## src/rtl/morse_pkg.sv

```systemverilog
// Shared types and constants for the Morse transmitter: FSM states, element
// encoding, element limit, default unit timings and the unit-counter width.
package morse_pkg;

  localparam int MAX_ELEMS = 6;
  localparam int CNT_W     = 8;

  localparam logic DOT  = 1'b0;
  localparam logic DASH = 1'b1;

  localparam int DEF_DOT_UNITS      = 1;
  localparam int DEF_DASH_UNITS     = 3;
  localparam int DEF_ELEM_GAP_UNITS = 1;
  localparam int DEF_CHAR_GAP_UNITS = 3;
  localparam int DEF_WORD_GAP_UNITS = 7;

  typedef enum logic [2:0] {
    IDLE,
    MARK,
    ELEM_GAP,
    CHAR_GAP,
    WORD_GAP
  } state_t;

  function automatic logic [2:0] clamp_len(input logic [2:0] len);
    return (len > 3'(MAX_ELEMS)) ? 3'(MAX_ELEMS) : len;
  endfunction

endpackage

```

## src/rtl/morse_tx_unit_cnt.sv

```systemverilog
// Loadable down-counter of unit ticks; expire flags the tick that ends a phase.
// A load takes priority, so a tick coinciding with a load is not counted.
module morse_tx_unit_cnt
  import morse_pkg::*;
(
  input  logic             clk,
  input  logic             rst,
  input  logic             tick,
  input  logic             load,
  input  logic [CNT_W-1:0] load_val,
  output logic             expire
);

  logic [CNT_W-1:0] count;

  assign expire = tick && (count == CNT_W'(1));

  always_ff @(posedge clk or negedge rst) begin
    if (!rst) begin
      count <= '0;
    end else if (load) begin
      count <= load_val;
    end else if (tick && (count != '0)) begin
      count <= count - CNT_W'(1);
    end
  end

endmodule

```

## src/rtl/morse_tx.sv

```systemverilog
// Morse character transmitter: keys dots/dashes with element, character and
// word gaps. Optional word-space timing is enabled by MORSE_TX_WORD_GAP_EN.
module morse_tx
  import morse_pkg::*;
#(
  parameter int DOT_UNITS      = DEF_DOT_UNITS,
  parameter int DASH_UNITS     = DEF_DASH_UNITS,
  parameter int ELEM_GAP_UNITS = DEF_ELEM_GAP_UNITS,
  parameter int CHAR_GAP_UNITS = DEF_CHAR_GAP_UNITS,
  parameter int WORD_GAP_UNITS = DEF_WORD_GAP_UNITS
) (
  input  logic       clk,
  input  logic       rst,
  input  logic       tick,
  input  logic       in_valid,
  output logic       in_ready,
  input  logic [2:0] in_len,
  input  logic [5:0] in_bits,
  output logic       key,
  output logic       busy,
  output logic       done
);

  localparam logic [CNT_W-1:0] DOT_CNT  = CNT_W'(DOT_UNITS);
  localparam logic [CNT_W-1:0] DASH_CNT = CNT_W'(DASH_UNITS);
  localparam logic [CNT_W-1:0] EGAP_CNT = CNT_W'(ELEM_GAP_UNITS);
  localparam logic [CNT_W-1:0] CGAP_CNT = CNT_W'(CHAR_GAP_UNITS);
`ifdef MORSE_TX_WORD_GAP_EN
  localparam logic [CNT_W-1:0] WGAP_CNT = CNT_W'(WORD_GAP_UNITS - CHAR_GAP_UNITS);
`endif

  state_t           state;
  logic [2:0]       remain;
  logic [5:0]       shreg;
  logic [2:0]       len_c;
  logic [2:0]       shamt;
  logic [5:0]       aligned;
  logic             accept;
  logic             expire;
  logic             load;
  logic [CNT_W-1:0] load_val;

  assign in_ready = (state == IDLE);
  assign busy     = (state != IDLE);
  assign accept   = in_valid && in_ready;
  assign len_c    = clamp_len(in_len);
  assign shamt    = 3'(MAX_ELEMS) - len_c;
  // Left-align so the first element to send always sits in bit 5
  assign aligned  = in_bits << shamt;

  always_comb begin
    load     = 1'b0;
    load_val = '0;
    case (state)
      IDLE: begin
        if (accept && (len_c != 3'd0)) begin
          load     = 1'b1;
          load_val = (aligned[5] == DASH) ? DASH_CNT : DOT_CNT;
        end
`ifdef MORSE_TX_WORD_GAP_EN
        else if (accept) begin
          load     = 1'b1;
          load_val = WGAP_CNT;
        end
`endif
      end
      MARK: begin
        if (expire) begin
          load     = 1'b1;
          load_val = (remain != 3'd0) ? EGAP_CNT : CGAP_CNT;
        end
      end
      ELEM_GAP: begin
        if (expire) begin
          load     = 1'b1;
          load_val = (shreg[5] == DASH) ? DASH_CNT : DOT_CNT;
        end
      end
      default: ;
    endcase
  end

  morse_tx_unit_cnt u_cnt (
    .clk      (clk),
    .rst      (rst),
    .tick     (tick),
    .load     (load),
    .load_val (load_val),
    .expire   (expire)
  );

  always_ff @(posedge clk or negedge rst) begin
    if (!rst) begin
      state  <= IDLE;
      key    <= 1'b0;
      done   <= 1'b0;
      shreg  <= '0;
      remain <= '0;
    end else begin
      done <= 1'b0;
      case (state)
        IDLE: begin
          if (accept) begin
            if (len_c != 3'd0) begin
              state  <= MARK;
              key    <= 1'b1;
              shreg  <= aligned << 1;
              remain <= len_c - 3'd1;
            end else begin
`ifdef MORSE_TX_WORD_GAP_EN
              state <= WORD_GAP;
`else
              done  <= 1'b1;
`endif
            end
          end
        end
        MARK: begin
          if (expire) begin
            key   <= 1'b0;
            state <= (remain != 3'd0) ? ELEM_GAP : CHAR_GAP;
          end
        end
        ELEM_GAP: begin
          if (expire) begin
            state  <= MARK;
            key    <= 1'b1;
            shreg  <= shreg << 1;
            remain <= remain - 3'd1;
          end
        end
        CHAR_GAP, WORD_GAP: begin
          if (expire) begin
            state <= IDLE;
            done  <= 1'b1;
          end
        end
        default: begin
          state <= IDLE;
          key   <= 1'b0;
        end
      endcase
    end
  end

endmodule

```

## config.mk

```make
export PLATFORM = sky130hd
export DESIGN_NAME = morse_tx
export DESIGN_NICKNAME = d
export VERILOG_FILES = /design/src/rtl/morse_pkg.sv /design/src/rtl/morse_tx_unit_cnt.sv /design/src/rtl/morse_tx.sv
export SDC_FILE = /design/constraint.sdc
export NUM_CORES = 1
export LEC_CHECK = 0
export ABC_AREA = 1
export CAP_MARGIN = 20
export CORE_ASPECT_RATIO = 1.25
export CORE_MARGIN = 2
export CORE_UTILIZATION = 26
export CTS_BUF_LIST = sky130_fd_sc_hd__clkbuf_8
export DETAILED_ROUTE_END_ITERATION = 8
export GPL_TIMING_DRIVEN = 0
export HOLD_SLACK_MARGIN = 0.06
export PLACE_DENSITY = 0.55
export SLEW_MARGIN = 40
export SYNTH_ARGS = -nofsm -noshare
export SYNTH_HDL_FRONTEND = slang
export SYNTH_SLANG_ARGS = --single-unit
```

## constraint.sdc

```tcl
create_clock -name clk -period 4.01 [get_ports clk]
set_input_delay 0.802 -clock clk [delete_from_list [all_inputs] [get_ports clk]]
set_output_delay 0.802 -clock clk [all_outputs]
set_load 0.01 [all_outputs]
```

==> impl_metrics.csv <==
group,metric,value,unit
power,powerDensity,658.9,nW/µm²
floorplan,start_util,26.69,%
timing,rsz0062_at_grt,"no",
synth,yosys-top-cells-area,"dfrtp_1 32%, nand2_1 14%, ha_1 8.1%",
clock_network,cts_tree,"built",
worst_setup_path,crit_chain,"clkdlybuf4s50_1, nand2_2, nand2_2, buf_6, inv_1, ha_1, xor2_2, inv_1, a21oi_1, nand2_1, nand2_1, nand2_1, nand2_1",
drt,routed_wl,3248,µm
placement,placed_area,1780,µm²
grt,grt_pass1_wl,5789,µm
layout,multi_input_area,883.3,µm²
clock_network,cts_max_level,1,
layout,nFillCells,613,
grt,grt_pass1_vias,1325,
timing,hold_viol,0,
placement,gp_congestion,0.8098,
layout,most-common-layout-cells,"56 x nand2_1, 28 x inv_1, 20 x dfrtp_1, 19 x nand3_1, 16 x nor2_1",
floorplan,die_w,72.90,µm
synth,synth_top_cell_by_area,"dfrtp_1",
power,power_frac_clock,13.0,%
timing,fmax,393.9,MHz
timing,hold_ws,0.4832,ns
worst_setup_path,cp-start-kind,"input pin",
synth,synth-main-ff-cell,"dfrtp_1",
clock_network,cts_sinks,20,
drt,drc,0,
worst_setup_path,crit_path_top_delay_cell,"clkdlybuf4s50_1",
timing,finClkSkew,0.01028,ns
synth,async_flop_share,100.0,%
synth,synthCells,218,
timing,slew_headroom,68.76,%
worst_setup_path,crit_arrival,2.75,ns
synth,avgSynthCellArea,7.077,µm²
grt,grt_usage,10.95,%
power,p_sw_share,45.47,%
power,peakVddDrop,247.9,µV
synth,synth.distinct_cells,29,
worst_setup_path,timing.critical_path.buf_inv,4,
placement,io_buffers,16,
placement,place_hpwl,2600,µm
drt,drt-vias-per-instance,4.480,
layout,layout-drive-gt1-share,10.50,%
clock_network,clkTransAtPathRegs,0.08,ns
synth,syn_area,1543,µm²
floorplan,fp.dieArea,6569,µm²
power,p_int,659.5,µW
worst_setup_path,worst-path-max-fanout,10,
timing,setup_viol,0,
synth,synth.net_count,241,
power,combPwrFrac,57.9,%
clock_network,cts.repair.resized,0,
placement,place_inst,300,
floorplan,coreArea,5779,µm²
clock_network,cts_hold_buf,0,
drt,drt_iter0_markers,60,
worst_setup_path,critPathRequiredTime,4.22,ns
drt,firstDrtPassIters,4,
clock_network,clock_latency,0.26,ns
worst_setup_path,crit_cells,13,
synth,synth-seq-cells,20,
clock_network,cts_setup_buffers,0,
layout,syn2layout_area_growth,18.98,%
worst_hold_path,min_path_type,"input pin to asynchronous set/reset pin",
layout,antennaDiodeCount,0,
drt,num_vias,1362,
layout,post-route-cell-area,1836,µm²
synth,synth_top_area_share,32.44,%
layout,fin_cells,304,
synth,synth_edf_count,0,
worst_setup_path,critPathMostFrequentCell,"nand2_1",
worst_setup_path,cp-end-kind,"flop",
layout,regArea,500.5,µm²
synth,synth_seq_area_share,32.44,%
layout,final_nets,262,
worst_setup_path,critPathMaxStageDelay,0.58,ns
synth,yosysWarningCount,0,
run,maxCapViolCount,0,
drt,ant_nets,0,
worst_setup_path,cpLargestDelayFamily,"buffers and inverters",
grt,grt_overflow,0,
clock_network,cts_made_buffers,3,
floorplan,io_pins,17,
power,p_sw,550.0,µW
power,p_leak,0.0009196,µW
clock_network,cts_root_buffer,"clkbuf_8",
status,status,"finished clean",
grt,grt_antenna_before_repair,0,
timing,tightest_slew,0.4686,ns
timing,slew_viol_final,0,
timing,tns,0,ns
timing,fin_crit,2.539,ns
power,seqPwrFrac,29.1,%
layout,final_common_cell,"nand2_1",
clock_network,clockBufferDepth,2,
drt,wl_per_cell,10.68,µm
worst_setup_path,reg2reg_depth,7,
worst_setup_path,criticalPathCategory,"input pin to flop",
floorplan,die_h,90.12,µm
grt,grt_max_degree,21,
timing,finalCritPeriodShare,63.31,%
floorplan,placementRows,31,
-- cell usage after synthesis, types with 2 or more instances --
master	instances
nor2_1	16
dfrtp_1	20
inv_1	28
o21ai_2	2
nand3_2	2
inv_2	3
nand2_1	56
nand4_1	6
nand2_2	6
a21oi_1	8
ha_1	10
o21ai_0	14
o21ai_1	7
buf_6	3
xor2_1	5
nand3_1	19
-- worst reg2reg max path: cells and delay by family, from the launching register on --
kind,cells,cell delay (ns)
buffers and inverters,2,0.34
flip-flops,1,0.44
XOR/XNOR,1,0.15
AO/OA/AOI/OAI,2,0.20
adder cells (fa/ha/maj),2,0.44
-- path summary, 6_finish.rpt --
kind,from,endpoint,slack [ns]
max in group asynchronous,rst,shreg[2]$_DFFE_PN0P_,3.20
max reg2reg,state[0]$_DFFE_PN0P_,remain[2]$_DFFE_PN0P_,2.34
min,rst,u_cnt.count[2]$_DFFE_PN0P_,0.48
max,in_len[1],u_cnt.count[1]$_DFFE_PN0P_,1.47
min reg2reg,shreg[4]$_DFFE_PN0P_,shreg[4]$_DFFE_PN0P_,0.49
min in group clk,shreg[4]$_DFFE_PN0P_,shreg[4]$_DFFE_PN0P_,0.49
-- layer usage --
metal	vias to the layer above	wire length [µm]	track usage (%)
li1	738	-	-
met1	606	1515	14.12
met2	16	1621	18.26
met3	2	70	1.009
met4	0	39	4.630
met5	-	0	0
-- kinds of logic after synthesis --
family	synth area share [%]
DFF	32.44
buffers and inverters	10.30
AOI/OAI and AO/OA	13.55
adders and majority gates	8.110
xor gates and xnor gates	4.461
and+or+nand+nor	31.14
-- stage by stage --
| stage | util (%) | setup slack [ns] | power (µW) |
|---|---|---|---|
| 2_1_floorplan | - | 2.031 | 881.7 |
| 3_3_place_gp | 30.89 | 1.169 | 1062 |
| 3_5_place_dp | 30.81 | 1.155 | 1062 |
| 4_1_cts | 31.76 | 1.433 | 1227 |
| 5_1_grt | 31.76 | 1.298 | 1346 |
| 6_report | 31.76 | 1.471 | 1210 |
-- registers in the layout (all words and copies together), names as in the netlist --
name and cells:
u_cnt.count 8, done 1, state 2, key 1
remain 3, shreg 5
-- power by group through the flow --
stage / Combinational [µW] / Clock [µW] / Sequential, µW
after floorplan: 538 / 0 / 343
after global placement: 707 / 0 / 355
after detailed placement: 707 / 0 / 355
after CTS: 710 / 164 / 353
after global routing: 811 / 172 / 363
final: 700 / 157 / 352
-- area by class of cell --
type	instances	share of cell area, %
tap	66	4.499
buffer	5	2.318
multi-input combinational	162	48.13
inverter	31	6.339
timing repair buffer	16	8.453
sequential	20	27.27
clock buffer	4	2.999
Note: power is estimated with default switching activity, not from simulation.
